[config.mk]
export PLATFORM = sky130hd
export DESIGN_NAME = fetch_unit_flat
export DESIGN_NICKNAME = d
export VERILOG_FILES = /design/src/rtl/fetch_unit_if.sv /design/src/rtl/fetch_unit.sv /design/src/flat_wrapper.sv
export SDC_FILE = /design/constraint.sdc
export NUM_CORES = 1
export LEC_CHECK = 0
export CAP_MARGIN = 5
export CORE_ASPECT_RATIO = 1.25
export CORE_MARGIN = 5
export CORE_UTILIZATION = 49
export DETAILED_ROUTE_END_ITERATION = 8
export PLACE_DENSITY = 0.87
export SKIP_CTS_REPAIR_TIMING = 1
export SKIP_LAST_GASP = 1
export SLEW_MARGIN = 20
export SYNTH_ARGS = -nofsm -noshare
export SYNTH_HDL_FRONTEND = slang
export SYNTH_SLANG_ARGS = --single-unit
export TNS_END_PERCENT = 10
[constraint.sdc]
create_clock -name i_clk -period 3.5 [get_ports i_clk]
set_input_delay 0.7 -clock i_clk [delete_from_list [all_inputs] [get_ports i_clk]]
set_output_delay 0.7 -clock i_clk [all_outputs]
set_load 0.01 [all_outputs]
[src/rtl/fetch_unit_if.sv]
// ---------------------------------------------------------------------------
// fetch_unit_if
// Instruction-memory request/response bus between the fetch unit (master)
// and the instruction memory (slave). At most one request is outstanding.
//
// Signals
//   o_imem_req    master->slave  request valid
//   o_imem_addr   master->slave  request byte address (current PC)
//   i_imem_gnt    slave->master  memory accepts the request this cycle
//   i_imem_rvalid slave->master  read data valid
//   i_imem_rdata  slave->master  instruction word
// ---------------------------------------------------------------------------
interface fetch_unit_if;
    logic        o_imem_req;
    logic [31:0] o_imem_addr;
    logic        i_imem_gnt;
    logic        i_imem_rvalid;
    logic [31:0] i_imem_rdata;

    modport master (
        output o_imem_req,
        output o_imem_addr,
        input  i_imem_gnt,
        input  i_imem_rvalid,
        input  i_imem_rdata
    );

    modport slave (
        input  o_imem_req,
        input  o_imem_addr,
        output i_imem_gnt,
        output i_imem_rvalid,
        output i_imem_rdata
    );
endinterface

[src/rtl/fetch_unit.sv]
// ---------------------------------------------------------------------------
// fetch_unit
// Fetches one instruction at a time from instruction memory, presents it to
// decode with a valid/ready handshake and computes the next PC from the
// control-flow select sampled when decode accepts the instruction.
// A misaligned next PC raises a sticky flag and stops fetching until reset.
//
// Ports
//   i_clk          clock, all state changes on the rising edge
//   i_rst_n        asynchronous active-low reset
//   imem           instruction-memory bus (fetch_unit_if.master)
//   o_instr        captured instruction (NOP_INSTR until the first capture)
//   o_pc           PC of o_instr
//   o_instr_valid  o_instr/o_pc valid
//   i_instr_ready  decode consumes the instruction this cycle
//   i_pc_sel       next-PC select: 00 PC+4, 01 branch, 10 JAL, 11 JALR
//   i_br_target    target for select 01 and 10
//   i_jalr_target  target for select 11 (bit 0 cleared)
//   o_misalign     sticky misaligned-next-PC flag
//   o_fetch_count  number of accepted instructions (wraps)
// ---------------------------------------------------------------------------
module fetch_unit #(
    parameter logic [31:0] RESET_PC  = 32'h0000_0000,
    parameter logic [31:0] NOP_INSTR = 32'h0000_0013
) (
    input  logic               i_clk,
    input  logic               i_rst_n,
    fetch_unit_if.master       imem,
    output logic [31:0]        o_instr,
    output logic [31:0]        o_pc,
    output logic               o_instr_valid,
    input  logic               i_instr_ready,
    input  logic [1:0]         i_pc_sel,
    input  logic [31:0]        i_br_target,
    input  logic [31:0]        i_jalr_target,
    output logic               o_misalign,
    output logic [31:0]        o_fetch_count
);

    typedef enum logic [2:0] {
        IDLE,
        FETCH,
        WAIT,
        VALID,
        HALT
    } state_t;

    state_t      state;
    logic [31:0] pc;
    logic [31:0] fetch_count;
    logic        req;
    logic [31:0] next_pc;

    // Next PC candidate; only consumed on accept.
    // NOTE: every always_comb output gets a default first so no path leaves it unassigned (no latch).
    always_comb begin
        next_pc = pc + 32'd4;
        case (i_pc_sel)
            2'b01,
            2'b10:   next_pc = i_br_target;
            2'b11:   next_pc = i_jalr_target & ~32'd1;
            default: next_pc = pc + 32'd4;
        endcase
    end

    // Single state machine; request and valid are registered alongside the
    // state so no handshake input reaches an output combinationally.
    // NOTE: sequential state uses non-blocking assignments so every register samples pre-edge values.
    always_ff @(posedge i_clk or negedge i_rst_n) begin
        if (!i_rst_n) begin
            state         <= IDLE;
            pc            <= RESET_PC;
            o_instr       <= NOP_INSTR;
            o_pc          <= RESET_PC;
            req           <= 1'b0;
            o_instr_valid <= 1'b0;
            o_misalign    <= 1'b0;
            fetch_count   <= 32'd0;
        end else begin
            case (state)
                IDLE: begin
                    state <= FETCH;
                    req   <= 1'b1;
                end
                FETCH: begin
                    // Address is the PC register itself, so it holds while gnt is low.
                    if (imem.i_imem_gnt) begin
                        state <= WAIT;
                        req   <= 1'b0;
                    end
                end
                WAIT: begin
                    if (imem.i_imem_rvalid) begin
                        o_instr       <= imem.i_imem_rdata;
                        o_pc          <= pc;
                        o_instr_valid <= 1'b1;
                        state         <= VALID;
                    end
                end
                VALID: begin
                    if (i_instr_ready) begin
                        fetch_count   <= fetch_count + 32'd1;
                        o_instr_valid <= 1'b0;
                        if (next_pc[1:0] != 2'b00) begin
                            // PC stays put so it still points at the faulting flow.
                            o_misalign <= 1'b1;
                            state      <= HALT;
                        end else begin
                            pc    <= next_pc;
                            req   <= 1'b1;
                            state <= FETCH;
                        end
                    end
                end
                HALT: begin
                    req           <= 1'b0;
                    o_instr_valid <= 1'b0;
                end
                default: begin
                    state         <= IDLE;
                    req           <= 1'b0;
                    o_instr_valid <= 1'b0;
                end
            endcase
        end
    end

    assign imem.o_imem_req  = req;
    assign imem.o_imem_addr = pc;
    assign o_fetch_count    = fetch_count;

endmodule

[src/flat_wrapper.sv]
// flat-port wrapper written by rule: the top's interface ports become plain ports
module fetch_unit_flat 
#(
    parameter logic [31:0] RESET_PC  = 32'h0000_0000,
    parameter logic [31:0] NOP_INSTR = 32'h0000_0013
)
  (i_clk, i_rst_n, o_instr, o_pc, o_instr_valid, i_instr_ready, i_pc_sel, i_br_target, i_jalr_target, o_misalign, o_fetch_count, imem_o_imem_req, imem_o_imem_addr, imem_i_imem_gnt, imem_i_imem_rvalid, imem_i_imem_rdata);
  fetch_unit_if imem_i ();
  input  logic i_clk;
  input  logic i_rst_n;
  output logic [31:0] o_instr;
  output logic [31:0] o_pc;
  output logic o_instr_valid;
  input  logic i_instr_ready;
  input  logic [1:0] i_pc_sel;
  input  logic [31:0] i_br_target;
  input  logic [31:0] i_jalr_target;
  output logic o_misalign;
  output logic [31:0] o_fetch_count;
  output wire logic [$bits(imem_i.o_imem_req)-1:0] imem_o_imem_req;
  output wire logic [$bits(imem_i.o_imem_addr)-1:0] imem_o_imem_addr;
  input wire logic [$bits(imem_i.i_imem_gnt)-1:0] imem_i_imem_gnt;
  input wire logic [$bits(imem_i.i_imem_rvalid)-1:0] imem_i_imem_rvalid;
  input wire logic [$bits(imem_i.i_imem_rdata)-1:0] imem_i_imem_rdata;
  assign imem_o_imem_req = imem_i.o_imem_req;
  assign imem_o_imem_addr = imem_i.o_imem_addr;
  assign imem_i.i_imem_gnt = imem_i_imem_gnt;
  assign imem_i.i_imem_rvalid = imem_i_imem_rvalid;
  assign imem_i.i_imem_rdata = imem_i_imem_rdata;
  fetch_unit #(.RESET_PC(RESET_PC), .NOP_INSTR(NOP_INSTR)) u_core (.i_clk(i_clk), .i_rst_n(i_rst_n), .imem(imem_i), .o_instr(o_instr), .o_pc(o_pc), .o_instr_valid(o_instr_valid), .i_instr_ready(i_instr_ready), .i_pc_sel(i_pc_sel), .i_br_target(i_br_target), .i_jalr_target(i_jalr_target), .o_misalign(o_misalign), .o_fetch_count(o_fetch_count));
endmodule
* Word-level counts from Yosys, hierarchy flattened
Cells that the tools add are included.
** Operators by class
- $add $sub $neg :: 2
- Multipliers :: 0
- Div/mod/pow operators :: 0
- Order comparisons :: 0
- Eq/ne operators :: 11
- Shift-type cells :: 0
- Multiplexer cells :: 13
- Bitwise gates (word level) :: 4
- Reduce and logical (&&, ||, !) cells :: 11
** Operators with widths (number)
- one-hot mux 32 bit (2 select lines) :: 1
- adder 32 x 1 -> 32 bit, second input constant :: 1
- adder 32 x 3 -> 32 bit, second input constant :: 1
- one-hot mux 3 bit (5 select lines) :: 1
- two-way mux 3 bit :: 4
- AND reduction 3 bit :: 3
- != test 2 bit, second input constant :: 4
- AND reduction 4 bit :: 2
- equality test 3 x 2 -> 1 bit, second input constant :: 2
- two-way mux 1 bit :: 5
- equality test 2 bit, second input constant :: 2
- inverter 1 bit :: 4
- one-hot mux 1 bit (4 select lines) :: 1
- AND reduction 2 bit :: 2
- OR reduction 2 bit :: 2
- equality test 3 x 1 -> 1 bit, second input constant :: 1
- equality test 3 bit, second input constant :: 1
- logical NOT 3 bit :: 1
- one-hot mux 1 bit (3 select lines) :: 1
- equality test 2 x 1 -> 1 bit, second input constant :: 1
- nonzero test 2 bit :: 1
** Storage, ports and cells
- Register bits after elaboration :: 134
- Bits in latches :: 0
- Memory bits (writable) :: 0
- ROM bits :: 0
- Bits of input ports :: 103
- Output and inout port bits :: 131
- Word-level logic and storage cells :: 49
- Memories kept :: 0

* Logic depth before layout (Yosys ltp)
Gate-level depths: netlist of the first run.
- Word-level depth :: 7
- Depth in mapped cells :: 8
- Mapped depth without buffers :: 7

* Worst setup path before layout of the first run
Ideal clock, no wire load.
- Path kind :: input port to flip-flop
- Start :: in i_pc_sel[0]
- End :: reg u_core.pc[12], in the netlist u_core.imem.o_imem_addr[12]
- Library setup time :: 0.146 ns
- Arrival time :: 2.298 ns
- Required time :: 3.354 ns
- Path slack :: 1.056 ns
- Stages :: 8
- Path buffers :: 1
- Cells stage by stage :: inv_1 ha_1 or3b_2 o21ai_1 nand2_1 clkbuf_1 o31ai_1 a221oi_1
** On the way
- Longest elaborated chain between the ends :: 6
- Elaborated cells between the ends (all ways) :: 8
- Classes of those cells :: 3 x eq/ne; 1 x mux; 1 x bitwise; 3 x reduce/logical
** RTL lines
- start: declaration :: RTL line flat_wrapper.sv:15 : input logic [1:0] i_pc_sel;
- equality test 2 x 1 -> 1 bit / equality test 2 bit (equally long branches) :: RTL line fetch_unit.sv:58 : case (i_pc_sel)
- OR reduction 2 bit :: RTL line fetch_unit.sv:58
- one-hot mux 32 bit (2 select lines) * :: RTL line fetch_unit.sv:58
- nonzero test 2 bit :: RTL line fetch_unit.sv:104 : if (next_pc[1:0] != 2'b00) begin
- inverter 1 bit (no line)
- AND reduction 3 bit (no line)
- end signal: assignment :: RTL line fetch_unit.sv:109 : pc <= next_pc;
- end: declaration :: RTL line fetch_unit.sv:49 : logic [31:0] pc;
Every way passes the cells marked *; elsewhere a longest branch is shown, timed or not.
A chain may end at the register's enable or synchronous reset.

* Final worst setup path of the first run
- Start :: in i_pc_sel[0]
- End :: reg u_core.pc[21], in the netlist u_core.imem.o_imem_addr[21]
The elaborated chain is that of the path after synthesis.

==> flow_metrics.tcl, run 1 <==
set metrics [dict create \
    status "complete, no violations" \
    gr-usage-met1_pct 29.3 \
    grt_max_degree 96 \
    stdcell_area_um2 9580 \
    cts_sinks 134 \
    antenna_left 0 \
    ir_drop_uv 485 \
    syn_area_um2 6450 \
    yosysSeqAreaShare_pct 52.0 \
    place.gp.congestion 0.868 \
    leakagePower_nw 3.92 \
    start_kind "input pin" \
    rsz0062_at_grt "false" \
    antenna_found_initial 0 \
    holdWs_ns 0.383 \
    power-per-cell-area_nw_per_um2 746 \
    met2_usage_pct 45.3 \
    timing.fmax_ghz 0.369 \
    via_per_inst 5.89 \
    cts_buffer_depth 2 \
    ios 234 \
    grt_util_met3_pct 7.34 \
    track_usage_pct 25.7 \
    rows 47 \
    dieWidth_um 113 \
    syn2layout_area_growth_pct 48.3 \
    drc 0 \
    dp_hpwl_mm 14.4 \
    core_area_um2 13100 \
    setup_violations 0 \
    final_layout_size_suffix_gt1_share_pct 15.5 \
    drv_slew 0 \
    grt_first_pass_wirelength_mm 32.5 \
    final_cells 995 \
    setup_tns_ns 0 \
    worstPathArrival_ns 2.96 \
    skew_ns 0.00900 \
    layout_commonest_cell "clkdlybuf4s50_1" \
    routed_wl_mm 20.2 \
    cts_tree "yes" \
    initial_utilization_pct 49.2 \
    cts_buffers 17 \
    critical_path_required_ns 3.75 \
    cp-end-kind "register" \
    top_usage_layer "met2" \
    dr.first_iter.drc_count 354 \
    insertion_delay_ns 0.41 \
    synthTopCellsByArea "dfrtp_1, mux2_2, xnor2_1, a221oi_1, nand3_1" \
    fp.dieArea_um2 15600 \
    critPathKind "in2reg" \
    first_pass_iters 5 \
    period_share_pct 77.4 \
    io_buffers 232 \
    gr-total-overflow 0 \
    period_needed_ns 2.71 \
    ys.flop_type "dfrtp_1" \
    diodes 0 \
    hold_viol 0 \
    path_max_fanout 20 \
    design_power_total_mw 7.14 \
    synth_cell_type_count 57 \
    nFillCells 875 \
    synth_top_area_share_pct 50.8 \
    final_nets 918 \
    grt_pass1_vias 6318 \
    synth_enable_flop_cells 0 \
    slew-limit-headroom_pct 22.2 \
    syn_nets 688 \
    mostFrequentLayoutCells "clkdlybuf4s50_1, dfrtp_1, mux2_2, nand3_1, nand2_1" \
    cap_violations 0 \
    clkSlewWorstSetupHoldPaths_ns 0.06 \
    hp-class "in2async" \
    tightest_slew_ns 1.16 \
    async_flop_share_pct 100 \
    netlist_instances 581 \
    place_area_um2 8960 \
    ys_seq_elements 134 \
    yosys.area.top_type "dfrtp_1" \
    cts-root-buf "clkbuf_16" \
    vias 5862 \
    avgSynthCellArea_um2 11.1 \
    dp.cells 963 \
    wl_per_cell_um 20.3 \
    yosysWarnings 0 \
    cts-htree-levels 4 \
    fp.dieH_um 138 \
]
-- cell type report --
class / count / area, um^2 / area share, %
sequential: 134 / 3360 / 35.1
multi-input combinational: 402 / 2920 / 30.5
timing repair buffer: 245 / 2430 / 25.4
clock buffer: 18 / 439 / 4.59
tap: 171 / 214 / 2.23
clock inverter: 14 / 174 / 1.82
inverter: 11 / 41.3 / 0.431
-- registers in the layout (all words and copies together), names as in the netlist --
name                     count
u_core.imem.o_imem_addr     32
u_core.imem.o_imem_req       1
u_core.o_fetch_count        32
u_core.o_instr              32
u_core.o_instr_valid         1
u_core.o_misalign            1
u_core.o_pc                 32
u_core.state                 3
-- stage by stage --
| step | utilization, % | setup WS, ns |
|---|---|---|
| global route | 73.0 | 0.586 |
| detailed placement | 68.3 | 0.356 |
| finish | 73.0 | 0.791 |
| floorplan | - | 1.06 |
| CTS | 73.0 | 0.782 |
| global placement | 68.3 | 0.422 |
-- critical path, cell delays in order --
cell	delay, ns
clkdlybuf4s50_1	0.43
inv_1	0.07
ha_1	0.18
or3b_2	0.50
o21ai_1	0.13
nand2_1	0.43
nor4_1	0.42
a311oi_1	0.10
-- cells in the mapped netlist, drive strengths merged (4+ instances only) --
cell     instances
a221oi          20
nand4           19
a21oi           16
and2             6
and3            13
nand3           35
nor3            11
and4             4
a31o             4
inv             11
a2bb2oi          4
o21ai           13
mux2i            6
xor2             5
xnor2           26
ha               4
a311oi           6
nand2           35
buf             13
o22ai           14
nor2            31
a22o            12
nor4            15
dfrtp          131
mux2            64
clkbuf          21
a22oi            5
-- path summary, 6_finish.rpt --
| path | startpoint | end | slack, ns | depth (start not counted) |
|---|---|---|---|---|
| min reg2reg | u_core.o_fetch_count[31] | u_core.o_fetch_count[31] | 0.48 | 1 |
| max reg2reg | u_core.imem.o_imem_addr[10] | u_core.imem.o_imem_addr[21] | 1.04 | 5 |
| min in group i_clk | u_core.o_fetch_count[31] | u_core.o_fetch_count[31] | 0.48 | 1 |
| min | i_rst_n | u_core.o_instr_valid | 0.38 | 1 |
| max | i_pc_sel[0] | u_core.imem.o_imem_addr[21] | 0.79 | 8 |
| max in group asynchronous | i_rst_n | u_core.o_instr[15] | 2.26 | 2 |
-- report_power, final --
part	internal (mW)	leakage [nW]	switching, mW
clock network	1.15	0.289	0.695
registers	2.10	1.73	0.568
logic	1.58	1.90	1.06
total	4.82	3.92	2.32
-- metal layers --
| layer | routed length (um) | up-vias |
|---|---|---|
| met4 | 438 | 0 |
| met5 | 0 | - |
| met1 | 7460 | 2829 |
| met2 | 10600 | 345 |
| li1 | - | 2644 |
| met3 | 1710 | 44 |
-- cells by family (layout without fill, tap and decap cells) --
kind of cell    after synthesis  in the layout  share of synthesized area, %
compound gates              110            110                          12.4
xor+xnor                     31             31                          4.21
fa+ha+maj                     4              4                         0.775
buf+inv                      45            288                          2.91
flops                       134            134                          52.0
mux                          70             70                          12.1
simple gates                187            187                          15.6
Note: power is estimated with default switching activity, not from simulation.
==> run 2, diff against run 1 <==
CORE_UTILIZATION = 41   (was 49)
PLACE_DENSITY = 0.77   (was 0.87)
clock period = 2.4 ns   (was 3.5 ns; I/O delays follow)
==> run 2 against run 1 <==
  * Final cell count increased by 7.0%
  * Worst hold slack worse by 0.37 ns
  * Non-clock buffer count up 29
  * Utilization down 9.5 points
  * Sequential cell count stayed put
  * Critical path depth is 1 higher
  * First-iteration DRC count rose by 48%
  * Global-route usage is 3.5 points lower
  * Power increased by 46%
  * Sequential power grew 43%
  * Clock power rose by 38%
  * Critical path type unchanged
  * Largest cell class unchanged
  * Largest power group is now combinational cells
==> flow_metrics.tcl, run 2 (same netlist as run 1, synthesis figures left out) <==
set metrics [dict create \
    status "complete, no violations" \
    nFillCells 1225 \
    cts-htree-levels 4 \
    cts_sinks 134 \
    cts_buffers 17 \
    grt_pass1_vias 6205 \
    grt_util_met3_pct 6.43 \
    place.gp.congestion 0.850 \
    drc 0 \
    via_per_inst 5.59 \
    utilization_pct 63.5 \
    layout_commonest_cell "clkdlybuf4s50_1" \
    fp.dieArea_um2 18400 \
    period_needed_ns 2.25 \
    r2r_cells 5 \
    cp-end-kind "register" \
    regToRegEndpoint "u_core.imem.o_imem_addr[27]" \
    skew_ns 0.00688 \
    hold_viol 0 \
    stdcell_area_um2 9850 \
    slew-limit-headroom_pct 60.7 \
    dp_hpwl_mm 15.3 \
    rows 51 \
    power-per-cell-area_nw_per_um2 1060 \
    final_nets 947 \
    place_area_um2 9270 \
    crit_chain "clkdlybuf4s50_1 > inv_1 > ha_1 > o21a_1 > or2_2 > a21oi_2 > buf_12 > nor2_1 > nor4_1" \
    timing.fmax_ghz 0.445 \
    gr-usage-met1_pct 26.2 \
    core_area_um2 15500 \
    syn2layout_area_growth_pct 52.6 \
    mostFrequentLayoutCells "clkdlybuf4s50_1, dfrtp_1, mux2_2, buf_4" \
    track_usage_pct 22.2 \
    hp-class "in2async" \
    crit_path_start "i_pc_sel[0]" \
    dieWidth_um 122 \
    io_buffers 232 \
    slowest_delay_ns 0.48 \
    antenna_left 0 \
    pre_cts_slack_ns -0.248 \
    cap_violations 0 \
    ir_drop_uv 566 \
    period_share_pct 93.6 \
    cts-root-buf "clkbuf_16" \
    top_usage_layer "met2" \
    cts_buffer_depth 2 \
    leakagePower_nw 4.06 \
    cpMaxStageDelayCell "clkdlybuf4s50_1" \
    tightest_slew_ns 0.585 \
    ios 234 \
    start_kind "input pin" \
    drv_slew 0 \
    rsz0062_at_grt "false" \
    fp.dieH_um 150 \
    gr-total-overflow 0 \
    worstPathArrival_ns 2.55 \
    grt_first_pass_wirelength_mm 31.8 \
    wl_per_cell_um 19.3 \
    clkSlewWorstSetupHoldPaths_ns 0.06 \
    met2_usage_pct 37.4 \
    vias 5953 \
    critical_path_required_ns 2.70 \
    regToRegSetupSlack_ns 0.22 \
    initial_utilization_pct 41.6 \
    dr.first_iter.drc_count 525 \
    reg2reg_from "u_core.imem.o_imem_addr[11]" \
    antenna_found_initial 0 \
    path_max_fanout 28 \
    insertion_delay_ns 0.41 \
    critPathKind "in2reg" \
    first_pass_iters 5 \
    routed_wl_mm 20.5 \
    diodes 0 \
    final_layout_size_suffix_gt1_share_pct 18.4 \
    crit_end "u_core.imem.o_imem_addr[16]" \
    grt_max_degree 54 \
    setup_slack_ns 0.153 \
    setup_violations 0 \
    cts_tree "yes" \
]
==> run 2: cell type report <==
type	count	area, um^2	share of cell area (%)
flip-flops and latches	134	3360	34.1
inverters	11	41.3	0.419
multi-input cells	402	2920	29.6
well taps	212	265	2.69
clock buffers	21	480	4.88
clock inverters	11	100	1.02
repair buffers	274	2690	27.3
==> run 2: critical path, delay by kind of cell <==
family	cells	cell delay, ns
adder cells (fa/ha/maj)	1	0.30
AO/OA/AOI/OAI	2	0.32
buffers and inverters	3	0.73
AND/OR/NAND/NOR	3	0.70
==> run 2: metal layers <==
metal,up-vias,wire [um]
met5,-,0
met4,0,704
met3,52,1400
met2,279,10400
met1,2915,7990
li1,2707,-
==> run 2: metrics by stage <==
step	power, mW	TNS (ns)	instances	hold slack (ns)
global placement	7.77	-3.09	1033	0.461
floorplan	5.48	0	581	0.184
CTS	10.5	0	1065	0.0199
finish	10.4	0	1065	0.00960
global route	11.0	0	1065	0.0410
detailed placement	7.94	-4.48	1033	0.464
==> run 2: worst min path at each step <==
stage / startpoint / to / slack [ns] / cells after the start
2_1_floorplan: i_rst_n / u_core.imem.o_imem_addr[0] / 0.18 / 0
3_3_place_gp: i_rst_n / u_core.o_fetch_count[7] / 0.46 / 1
3_5_place_dp: i_rst_n / u_core.o_fetch_count[9] / 0.46 / 1
4_1_cts: i_rst_n / u_core.o_fetch_count[9] / 0.02 / 1
5_1_grt: i_rst_n / u_core.o_fetch_count[9] / 0.04 / 1
6_report: i_rst_n / u_core.o_fetch_count[9] / 0.01 / 1
==> run 2: power by group <==
group          switching (mW)  internal (mW)
Clock                   0.999           1.53
Combinational            1.66           2.42
Sequential              0.750           3.06
Total                    3.41           7.01
==> run 3, diff against run 2 <==
ABC_CLOCK_PERIOD_IN_PS = 2400   (was unset)
==> results of run 3 <==
Final layout, timing and power as in run 2 (identical DEF).
